File: src/rtl/mem_stage_pkg.sv
// Shared definitions for the memory stage: the data width and the FSM state encoding.
package mem_stage_pkg;

   localparam int DATA_W = 16;

   typedef enum logic [1:0] {
      IDLE       = 2'b00,
      ACCESS     = 2'b01,
      ERRO_ABORT = 2'b10
   } state_t;

endpackage

File: src/rtl/mem_stage_timeout_ctr.sv
// Counts consecutive ACCESS cycles without mem_ready; hit fires on the last allowed cycle.
module mem_timeout_ctr #(
   parameter int LIMIT = 16
) (
   input  logic clock,
   input  logic reset,
   input  logic clear,
   input  logic enable,
   output logic hit
);

   localparam int CW = $clog2(LIMIT + 1);

   logic [CW-1:0] cnt_q;
   logic [CW-1:0] cnt_d;

   assign hit = enable && (cnt_q == CW'(LIMIT - 1));

   always_comb begin
      cnt_d = cnt_q;
      if (clear || hit)
         cnt_d = '0;
      else if (enable)
         cnt_d = cnt_q + 1'b1;
   end

   always_ff @(posedge clock or posedge reset) begin
      if (reset)
         cnt_q <= '0;
      else
         cnt_q <= cnt_d;
   end

endmodule

File: src/rtl/mem_stage.sv
// Memory pipeline stage: passes ALU results through, or runs one load/store on the memory bus.
// Define MEM_STAGE_TIMEOUT_EN to abort accesses that wait TIMEOUT_CICLOS cycles for mem_ready.
module mem_stage
   import mem_stage_pkg::*;
#(
   parameter int TIMEOUT_CICLOS = 16
) (
   input  logic              clock,
   input  logic              reset,
   input  logic [DATA_W-1:0] endereco,
   input  logic [DATA_W-1:0] dado_escrita,
   input  logic              mem_read,
   input  logic              mem_write,
   input  logic              valid_in,
   output logic              stall,
   output logic [DATA_W-1:0] resultado,
   output logic              valid_out,
   output logic              erro,
   output logic              mem_req,
   output logic              mem_we,
   output logic [DATA_W-1:0] mem_addr,
   output logic [DATA_W-1:0] mem_wdata,
   input  logic [DATA_W-1:0] mem_rdata,
   input  logic              mem_ready
);

   state_t            state_q;
   logic [DATA_W-1:0] resultado_q;
   logic              valid_out_q;
   logic              erro_q;
   logic              mem_req_q;
   logic              mem_we_q;
   logic [DATA_W-1:0] mem_addr_q;
   logic [DATA_W-1:0] mem_wdata_q;
   logic              is_mem;
   logic              hit;

   assign is_mem = mem_read | mem_write;

`ifdef MEM_STAGE_TIMEOUT_EN
   logic ctr_en;
   logic ctr_clr;

   assign ctr_en  = (state_q == ACCESS) && !mem_ready;
   assign ctr_clr = (state_q != ACCESS) || mem_ready;

   mem_timeout_ctr #(
      .LIMIT (TIMEOUT_CICLOS)
   ) u_timeout_ctr (
      .clock  (clock),
      .reset  (reset),
      .clear  (ctr_clr),
      .enable (ctr_en),
      .hit    (hit)
   );
`else
   assign hit = 1'b0;
`endif

   // The abort cycle holds back a waiting instruction so it is not dropped.
   always_comb begin
      stall = 1'b0;
      case (state_q)
         IDLE:       stall = valid_in && is_mem;
         ACCESS:     stall = !mem_ready && !hit;
         ERRO_ABORT: stall = valid_in;
         default:    stall = 1'b0;
      endcase
   end

   always_ff @(posedge clock or posedge reset) begin
      if (reset) begin
         state_q     <= IDLE;
         resultado_q <= '0;
         valid_out_q <= 1'b0;
         erro_q      <= 1'b0;
         mem_req_q   <= 1'b0;
         mem_we_q    <= 1'b0;
         mem_addr_q  <= '0;
         mem_wdata_q <= '0;
      end else begin
         valid_out_q <= 1'b0;
         case (state_q)
            IDLE: begin
               if (valid_in) begin
                  if (is_mem) begin
                     mem_req_q   <= 1'b1;
                     mem_we_q    <= mem_write;
                     mem_addr_q  <= endereco;
                     mem_wdata_q <= dado_escrita;
                     state_q     <= ACCESS;
                  end else begin
                     resultado_q <= endereco;
                     valid_out_q <= 1'b1;
                  end
               end
            end
            ACCESS: begin
               if (mem_ready) begin
                  mem_req_q   <= 1'b0;
                  valid_out_q <= 1'b1;
                  resultado_q <= mem_we_q ? mem_addr_q : mem_rdata;
                  state_q     <= IDLE;
               end else if (hit) begin
                  mem_req_q   <= 1'b0;
                  erro_q      <= 1'b1;
                  valid_out_q <= 1'b1;
                  resultado_q <= '0;
                  state_q     <= ERRO_ABORT;
               end
            end
            ERRO_ABORT: state_q <= IDLE;
            default:    state_q <= IDLE;
         endcase
      end
   end

   assign resultado = resultado_q;
   assign valid_out = valid_out_q;
   assign erro      = erro_q;
   assign mem_req   = mem_req_q;
   assign mem_we    = mem_we_q;
   assign mem_addr  = mem_addr_q;
   assign mem_wdata = mem_wdata_q;

endmodule

File: config.mk
export PLATFORM = sky130hd
export DESIGN_NAME = mem_stage
export DESIGN_NICKNAME = d
export VERILOG_FILES = /design/src/rtl/mem_stage_pkg.sv /design/src/rtl/mem_stage_timeout_ctr.sv /design/src/rtl/mem_stage.sv
export SDC_FILE = /design/constraint.sdc
export NUM_CORES = 1
export LEC_CHECK = 0
export ABC_AREA = 1
export CORE_UTILIZATION = 43
export CTS_CLUSTER_DIAMETER = 60
export DETAILED_ROUTE_END_ITERATION = 6
export HOLD_SLACK_MARGIN = 0.1
export MAX_ROUTING_LAYER = met4
export PLACE_DENSITY = 0.87
export SETUP_SLACK_MARGIN = 0.02
export SYNTH_ARGS = -nofsm -noshare
export SYNTH_HDL_FRONTEND = slang
export SYNTH_HIERARCHICAL = 1
export SYNTH_SLANG_ARGS = --single-unit
File: constraint.sdc
create_clock -name clock -period 2.4 [get_ports clock]
set_clock_uncertainty 0.15 [all_clocks]
set_input_delay 0.48 -clock clock [delete_from_list [all_inputs] [get_ports clock]]
set_output_delay 0.48 -clock clock [all_outputs]
set_load 0.01 [all_outputs]
======== Word level (Yosys, flattened, before mapping) ========
Index checks and enable logic that the tools add are counted.
operators by class
  equality and inequality tests ........... 6
  muxes and demuxes ....................... 18
  bitwise operators ....................... 1
  reductions and logical operators ........ 8
operators by type and width
  operator                                                         number
  16-bit 2-to-1 mux                                                4
  16-bit case mux with 2 select lines                              1
  2-bit inequality test, second input constant                     4
  4-bit AND reduction                                              2
  1-bit 2-to-1 mux                                                 6
  2-bit 2-to-1 mux                                                 3
  3-bit AND reduction                                              2
  1-bit case mux with 2 select lines                               2
  2-bit case mux with 2 select lines                               1
  1-bit case mux with 3 select lines                               1
  2-bit by 1-bit == test with 1-bit output, second input constant  1
  2-bit == test, second input constant                             1
  2-bit zero test                                                  1
  2-bit nonzero test                                               1
  1-bit logical AND                                                1
  1-bit zero test                                                  1
  1-bit OR                                                         1
storage, ports and cells
  flip-flop bits (word level) ............. 53
  output and inout bits ................... 53

======== Depth between registers and ports, before layout ========
Gate-level depths: netlist of the first run.
  depth in word-level cells ............... 4
  gate-level depth with buffers ........... 8
  gate-level depth less buffers ........... 6

======== Worst setup path before layout of the first run ========
Ideal clock, no wire load.
  path kind ............................... reg-to-output
  from .................................... reg mem_req (netlist name)
  to ...................................... out stall
  data arrival time ....................... 1,070 ps
  required time ........................... 1,770 ps
  setup slack ............................. 700 ps
  cell stages (with the launch flop) ...... 6
  buffers on the path ..................... 2
  path through ............................ dfrtp_1 > buf_6 > nor2_8 > o21ai_2 > buf_2 > o21ai_1
RTL lines
  what           line             RTL
  end, declared  mem_stage.sv:15  output logic stall,

======== Worst setup path in the final report of the first run ========
  from .................................... in valid_in
  to ...................................... out stall
on the way
  word-level cells in the longest chain between the ends .. 2
ends and longest elaborated chain
  what                                  line             RTL
  start, declared                       mem_stage.sv:14  input logic valid_in,
  1-bit logical AND                     mem_stage.sv:64  IDLE: stall = valid_in && is_mem;
  1-bit case mux with 3 select lines *  mem_stage.sv:63  case (state_q)
Mark *: on every way between the ends. The rest lies on a longest branch, timed or not.

==> impl_metrics.json, run 1 <==
{
  "synth_warnings": 6,
  "antenna_found_initial": 0,
  "cts_tree": "yes",
  "fp-row-count": 27,
  "hold_violations": 0,
  "synthTopCellsByArea": "dfrtp_1 (50%), nand2_1 (22%), inv_1 (10%), o21ai_1 (3.3%), nand3_1 (3.1%)",
  "stdcell_count": 515,
  "relSlewSlack_pct": 58.5,
  "drt_drc_violations_left": 0,
  "post_drt_wl_per_cell_um": 12.2,
  "synth_nets": 394,
  "antenna_cells": 0,
  "critPathKind": "primary input to primary output",
  "setup_ws_ps": 209,
  "num_vias": 2312,
  "synth_compound_area_share_pct": 8.71,
  "endpoint_kind": "primary output",
  "seq_area_frac_synth_pct": 50.2,
  "synth_cells": 340,
  "crit_required_ps": 1770,
  "worstSetupEndpoint": "stall",
  "start_util_pct": 45.4,
  "hpwlAfterDp_um": 4540,
  "dr.pass1.iters": 4,
  "min_period_ps": 2190,
  "place_congestion": 0.852,
  "r2r_cells": 5,
  "final_common_cell": "nand2_1",
  "grt_pass1_vias": 2192,
  "nets": 496,
  "clock_latency_ps": 300,
  "synth-simple-area-share_pct": 26.1,
  "synth_top_family_by_area": "simple AND/OR/NAND/NOR gates",
  "yosys-mux-area-fraction_pct": 0,
  "cts.sinks": 51,
  "fin_crit_sh_pct": 91.3,
  "setup_violations": 0,
  "synthDistinctLibCells": 17,
  "die_w_um": 78.9,
  "fin_total_pwr_mw": 2.84,
  "area_delta_synth_final_pct": 45.9,
  "worstSetupStartpoint": "valid_in",
  "synth_top_cell_by_area": "dfrtp_1",
  "pre_cts_ws_ps": -66.4,
  "htreeDepth": 2,
  "critPathLaunchType": "primary input",
  "netlist.area_leader.share_pct": 50.2,
  "cts_buffers": 5,
  "reg2reg_slack_ps": 720,
  "powerDensity_nw_per_um2": 765,
  "grt_setup_unrepaired": "false",
  "clk_pin_slew_ps": 80,
  "dpl-instance-area_um2": 3630,
  "synth.cell_area_um2": 2540,
  "whs_ps": 335,
  "report.final.slew_viol_count": 0,
  "track_usage_pct": 22.3,
  "dp_cells": 507,
  "min_path_type": "flop to flop",
  "drt_iter0_drc": 134,
  "die_h_um": 78.9,
  "vias_per_cell": 4.49,
  "r2r-end": "resultado[9]",
  "r2r_start": "mem_req",
  "dieArea_um2": 6230,
  "fmax_mhz": 456,
  "ant_nets": 0,
  "grt_max_degree": 68,
  "layout_common_cells": "nand2_1 (147), clkdlybuf4s50_1 (104), inv_1 (67), dfrtp_1 (51), o21ai_1 (17)",
  "grt_pass1_wl_um": 10400,
  "coreArea_um2": 5610,
  "synthAdderAreaFrac_pct": 0,
  "critPathArrivalTime_ps": 1560,
  "wl_um": 6270,
  "p_leak_nw": 1.98,
  "synth-xor-area-share_pct": 0,
  "maxCapViolations": 0,
  "port_buffers": 105,
  "ios": 107,
  "grt_overflow": 0,
  "drive_gt1_share_pct": 5.42,
  "worst_pin_slew_ps": 623,
  "synth-seq-cells": 51,
  "ir_drop_mv": 0.413,
  "cts.path.max_buffers": 2,
  "fin_area_um2": 3710,
  "crit_fanout": 3,
  "clockRootBuffer": "clkbuf_8",
  "outcome": "finished clean",
  "postSynthAreaPerCell_um2": 7.48
}
-- routing by layer --
layer / track usage (%) / up-vias / share of wire (%)
met3: 4.60 / 12 / 5.8
met1: 29.1 / 1024 / 46
met4: 8.55 / 0 / 2.6
met2: 34.5 / 76 / 46
met5: - / - / 0
li1: - / 1200 / -
-- critical path, stage by stage --
cell             delay [ps]
clkdlybuf4s50_1         460
inv_1                    80
nor2_8                  130
o21ai_4                  70
o21ai_1                  70
dlygate4sd2_1           270
-- kinds of logic (layout without fill, tap and decap cells) --
kind of cell	count (synthesis)	count (layout)
buf+inv	85	188
simple gates	166	166
compound gates	37	37
flops	51	51
other cells	1	1
-- worst min-delay path by stage --
stage,to,from,slack (ps),cells past startpoint
after floorplan,resultado[0],resultado[0],360,2
after global placement,resultado[2],resultado[2],310,2
after detailed placement,resultado[10],resultado[10],310,2
after CTS,resultado[10],resultado[10],340,2
after global routing,resultado[1],resultado[1],360,2
final,resultado[10],resultado[10],330,2
-- final cells by class --
cell class	count	area (um2)
flip-flops and latches	51	1280
inverters	69	259
clock inverters	1	5.00
repair buffers	111	1110
clock buffers	7	76.3
multi-input cells	204	897
fillers	514	1900
well taps	72	90.1
-- registers in the layout, summed over array words and instances, names as in the netlist --
register	count
mem_wdata	16
resultado	16
valid_out	1
mem_we	1
mem_req	1
mem_addr	16
-- cells in the mapped netlist --
library cell and instances:
inv_2 1, clkbuf_1 2, buf_2 5, nand2_1 147, inv_1 68, nor2_2 1
nand2_2 1, dfrtp_1 51, o21ai_1 17, a21boi_4 1, conb_1 1, nand3_1 16
nor2_8 1, o21ai_2 6, o21ai_0 13, buf_6 5, buf_4 4
-- metrics by stage --
step / setup TNS (ps) / utilization (%)
6_report: 0 / 66.2
5_1_grt: 0 / 66.2
4_1_cts: 0 / 66.2
3_5_place_dp: -66.4 / 64.7
3_3_place_gp: -58.7 / 64.7
2_1_floorplan: 0 / -
-- report_power, final --
part           internal, mW  switching (mW)
sequential             1.07           0.140
clock                 0.205           0.269
combinational         0.616           0.537
-- what timing repair did --
action | CTS | global route
setup buffers | 0 | 0
resized for setup | 1 | 0
hold buffers | 0 | 0
endpoints found under the setup margin | 1 | 0
Note: power is estimated with default switching activity, not from simulation.
==> run 2: changes to the inputs <==
--- a/config.mk
+++ b/config.mk
@@ -9,6 +9,7 @@
 export CORE_UTILIZATION = 43
 export CTS_CLUSTER_DIAMETER = 60
 export DETAILED_ROUTE_END_ITERATION = 6
+export GPL_ROUTABILITY_DRIVEN = 0
 export HOLD_SLACK_MARGIN = 0.1
 export MAX_ROUTING_LAYER = met4
 export PLACE_DENSITY = 0.87
==> run 2 against run 1 <==
  * Wire length is 1.1% higher
  * Sequential share of layout area is 0.33 points lower
  * Non-clock buffer count stayed put
  * Clock power is 30% higher
  * Worst setup slack worse by 1.5 ps
  * Die area stayed put
  * Count of clock-buffer cells in the layout is 1 lower
  * Flip-flop and latch count stayed put
  * Worst hold slack worse by 1.7 ps
  * Largest cell class unchanged
  * Highest routed layer unchanged
==> impl_metrics.json, run 2 (synthesized netlist as in run 1, its figures left out) <==
{
  "htreeDepth": 2,
  "ant_nets": 0,
  "fin_area_um2": 3750,
  "drt_drc_violations_left": 0,
  "coreArea_um2": 5610,
  "die_h_um": 78.9,
  "relSlewSlack_pct": 57.9,
  "clk_pin_slew_ps": 90,
  "dp_cells": 507,
  "antenna_found_initial": 0,
  "max_stage_delay_ps": 460,
  "min_period_ps": 2190,
  "cts_buffers": 5,
  "grt_overflow": 0,
  "critPathLaunchType": "primary input",
  "hpwlAfterDp_um": 4660,
  "start_util_pct": 45.4,
  "crit_fanout": 3,
  "grt_max_degree": 68,
  "report.final.slew_viol_count": 0,
  "path_cells": "clkdlybuf4s50_1 -> inv_1 -> nor2_8 -> o21ai_4 -> o21ai_1 -> dlygate4sd2_1",
  "grt_pass1_wl_um": 10300,
  "min_path_type": "flop to flop",
  "post_drt_wl_per_cell_um": 12.3,
  "clock_latency_ps": 300,
  "hold_violations": 0,
  "cts.sinks": 51,
  "cts.path.max_buffers": 2,
  "final_common_cell": "nand2_1",
  "grt_setup_unrepaired": "false",
  "endpoint_kind": "primary output",
  "antenna_cells": 0,
  "layout_common_cells": "nand2_1 (147), clkdlybuf4s50_1 (104), inv_1 (67), dfrtp_1 (51), o21ai_1 (17)",
  "dpl-instance-area_um2": 3630,
  "fin_tns_setup_ps": 0,
  "fin_total_pwr_mw": 2.98,
  "fin_crit_sh_pct": 91.3,
  "num_vias": 2309,
  "crit_required_ps": 1770,
  "grt_pass1_vias": 2205,
  "wl_um": 6340,
  "cts_tree": "yes",
  "dr.pass1.iters": 4,
  "track_usage_pct": 21.8,
  "fp-row-count": 27,
  "ir_drop_mv": 0.379,
  "ios": 107,
  "powerDensity_nw_per_um2": 795,
  "port_buffers": 105,
  "critPathArrivalTime_ps": 1560,
  "nets": 496,
  "worst_pin_slew_ps": 632,
  "maxCapViolations": 0,
  "outcome": "finished clean",
  "utilization_pct": 66.8,
  "critPathKind": "primary input to primary output",
  "p_leak_nw": 1.99,
  "setup_violations": 0,
  "area_delta_synth_final_pct": 47.3,
  "vias_per_cell": 4.48,
  "ctsHoldBuffers": 0,
  "multi_input_area_um2": 897,
  "worst_path_max_delay_cell": "clkdlybuf4s50_1",
  "dieArea_um2": 6230,
  "num-fill-cells": 471,
  "fmax_mhz": 456,
  "die_w_um": 78.9,
  "stdcell_count": 515,
  "clockRootBuffer": "clkbuf_8",
  "drt_iter0_drc": 243,
  "register_area_um2": 1280,
  "drive_gt1_share_pct": 5.87
}
==> run 2: critical path: cells and delay by family <==
| kind | cells | cell delay, ps |
|---|---|---|
| buffers and inverters | 3 | 810 |
| AO/OA/AOI/OAI | 2 | 130 |
| AND/OR/NAND/NOR | 1 | 130 |
==> run 2: layout make-up <==
class	count	share of cell area (%)
Sequential cell	51	34.1
Timing Repair Buffer	111	29.5
Multi-Input combinational cell	204	23.9
Inverter	69	6.91
Tap cell	72	2.40
Clock buffer	6	2.20
Clock inverter	2	0.935
==> run 2: path summary, 6_finish.rpt <==
| check | from | to | slack [ps] | depth (start not counted) |
|---|---|---|---|---|
| setup / recovery | valid_in | stall | 210 | 6 |
| hold / removal | resultado[10] | resultado[10] | 330 | 2 |
| setup reg to reg | mem_we | resultado[5] | 700 | 7 |
| hold reg to reg | resultado[10] | resultado[10] | 330 | 2 |
| max in group asynchronous | reset | mem_we | 1480 | 3 |
| min in group asynchronous | reset | mem_wdata[10] | 390 | 3 |
==> run 2: where the power goes <==
group | total (mW) | switching [mW] | internal, mW
registers | 1.21 | 0.139 | 1.07
logic | 1.15 | 0.539 | 0.616
clock network | 0.615 | 0.278 | 0.338
==> run 2: layer usage <==
| layer | vias to the layer above | GRT usage (%) | share of wire [%] |
|---|---|---|---|
| met4 | 0 | 6.73 | 1.7 |
| li1 | 1200 | - | - |
| met3 | 10 | 4.25 | 5.2 |
| met1 | 1011 | 27.9 | 44 |
| met2 | 88 | 35.3 | 49 |
| met5 | - | - | 0 |
==> run 2: what timing repair did <==
item                       CTS  global route
buffers inserted             0             0
resized for setup            1             0
setup endpoints to repair    1             0
==> run 2: stage by stage <==
| stage | hold slack [ps] | worst slack (ps) |
|---|---|---|
| detailed placement | 315 | -75.0 |
| global placement | 312 | -56.7 |
| floorplan | 363 | 540 |
| global route | 358 | 167 |
| CTS | 339 | 197 |
| finish | 333 | 208 |
==> run 3: changes to the inputs <==
--- a/config.mk
+++ b/config.mk
@@ -6,13 +6,13 @@
 export NUM_CORES = 1
 export LEC_CHECK = 0
 export ABC_AREA = 1
-export CORE_UTILIZATION = 43
+export CORE_UTILIZATION = 39
 export CTS_CLUSTER_DIAMETER = 60
 export DETAILED_ROUTE_END_ITERATION = 6
 export GPL_ROUTABILITY_DRIVEN = 0
 export HOLD_SLACK_MARGIN = 0.1
 export MAX_ROUTING_LAYER = met4
-export PLACE_DENSITY = 0.87
+export PLACE_DENSITY = 0.83
 export SETUP_SLACK_MARGIN = 0.02
 export SYNTH_ARGS = -nofsm -noshare
 export SYNTH_HDL_FRONTEND = slang
==> constraint.sdc (replaced) <==
create_clock -name clock -period 2 [get_ports clock]
set_clock_uncertainty 0.15 [all_clocks]
set_input_delay 0.4 -clock clock [delete_from_list [all_inputs] [get_ports clock]]
set_output_delay 0.4 -clock clock [all_outputs]
set_load 0.01 [all_outputs]
==> run 3 against run 2 <==
  * Clock power shrank 8.0%
  * Count of clock-buffer cells in the layout increased by 1
  * Total power rose by 14%
  * Via count down 0.87%
  * Sequential power is 21% higher
  * Critical path type is now flop to primary output
  * Largest power group unchanged
==> impl_metrics.json, run 3 (synthesized netlist as in run 1, its figures left out) <==
{
  "outcome": "finished clean",
  "r2r_start": "mem_req",
  "cts_buffers": 5,
  "worst_pin_slew_ps": 621,
  "cts.path.max_buffers": 2,
  "track_usage_pct": 19.3,
  "utilization_pct": 58.9,
  "min_path_type": "primary input to async pin",
  "critPathKind": "flop to primary output",
  "dieArea_um2": 6850,
  "post_drt_wl_per_cell_um": 11.8,
  "cts_tree": "yes",
  "layout_common_cells": "nand2_1 (147), clkdlybuf4s50_1 (103), inv_1 (67), dfrtp_1 (50), o21ai_1 (17)",
  "num_vias": 2289,
  "die_h_um": 82.8,
  "fin_crit_sh_pct": 97.2,
  "antenna_cells": 0,
  "reg2reg_slack_ps": 380,
  "grt_overflow": 0,
  "cp_top_family": "buffers and inverters",
  "clk_pin_slew_ps": 90,
  "ir_drop_mv": 0.447,
  "grt_pass1_vias": 1998,
  "die_w_um": 82.8,
  "grt_max_degree": 68,
  "hpwlAfterDp_um": 4520,
  "drive_gt1_share_pct": 6.08,
  "fmax_mhz": 515,
  "report.final.slew_viol_count": 0,
  "ctsHoldBuffers": 0,
  "path_cells": "clkdlybuf4s50_1",
  "relSlewSlack_pct": 58.6,
  "final_common_cell": "nand2_1",
  "postCtsSetupRepairBufs": 0,
  "powerDensity_nw_per_um2": 913,
  "antenna_found_initial": 0,
  "r2r-end": "resultado[7]",
  "r2r_cells": 5,
  "worst_path_max_delay_cell": "clkdlybuf4s50_1",
  "grt_pass1_wl_um": 9610,
  "grt_setup_unrepaired": "false",
  "grtUsageMet1_pct": 25.9,
  "area_delta_synth_final_pct": 46.3,
  "coreArea_um2": 6310,
  "critPathLaunchType": "flop",
  "wl_um": 6160,
  "max_stage_delay_ps": 590,
  "endpoint_kind": "primary output",
  "gr-max-usage-layer": "met2",
  "p_leak_nw": 1.98,
  "dr.pass1.iters": 5,
  "fin_tns_setup_ps": 0,
  "maxCapViolations": 0,
  "use_met3_pct": 3.52,
  "vias_per_cell": 4.39,
  "ant_nets": 0,
  "clockRootBuffer": "clkbuf_8",
  "port_buffers": 105,
  "start_util_pct": 40.3,
  "ios": 107,
  "whs_ps": 308,
  "nets": 497,
  "grt_use_met2_pct": 29.8,
  "crit_required_ps": 1450,
  "crit_fanout": 8,
  "drt_drc_violations_left": 0,
  "clock_latency_ps": 290,
  "crit_buf_inv": 1,
  "drt_iter0_drc": 119,
  "setup_violations": 0,
  "htreeDepth": 2,
  "num-fill-cells": 602,
  "fp-row-count": 29,
  "fin_total_pwr_mw": 3.40,
  "critPathArrivalTime_ps": 1390,
  "cts.sinks": 51,
  "min_period_ps": 1940,
  "hold_violations": 0
}
[run 3: routing by layer]
metal / up-vias / routed length (um)
met5: - / 0
met2: 54 / 3030
met1: 1027 / 2780
met3: 7 / 277
met4: 0 / 70
li1: 1201 / -
[run 3: cell type report]
cell class,count,area [um2],share of cell area (%)
clock buffer,7,76.3,2.05
clock inverter,1,5.00,0.134
inverter,69,259,6.96
multi-input combinational,204,897,24.1
sequential,51,1280,34.3
tap,77,96.3,2.59
timing repair buffer,112,1110,29.8
[run 3: worst max-delay path by stage]
stage              from          end  slack, ps  cells after the start
5_1_grt          mem_we       mem_we         20                      1
3_5_place_dp   valid_in        stall       -280                      6
4_1_cts        valid_in        stall         20                      6
2_1_floorplan     reset  mem_addr[0]        220                      1
6_report         mem_we       mem_we         60                      1
3_3_place_gp   valid_in        stall       -270                      6
[run 3: worst min-delay path, delay by kind of cell]
family                 cells  cell delay, ps
buffers and inverters      3             740
[run 3: repair_timing]
item,4_1_cts,5_1_grt
setup endpoints to repair,2,1
gates resized for setup,4,1
hold endpoints to repair,0,0
[run 3: per-stage QoR]
step                      setup slack (ps)  instance area, um2  instances
final                                 57.0                3720        521
after global routing                  24.5                3720        521
after CTS                             19.7                3730        521
after detailed placement              -283                3640        513
after global placement                -272                3640        513
after floorplan                        220                2540        340
[run 3: where the power goes]
| part | leakage (nW) | switching (mW) | internal (mW) |
|---|---|---|---|
| registers | 0.632 | 0.174 | 1.29 |
| clock network | 0.0422 | 0.320 | 0.246 |
| logic | 1.30 | 0.631 | 0.740 |
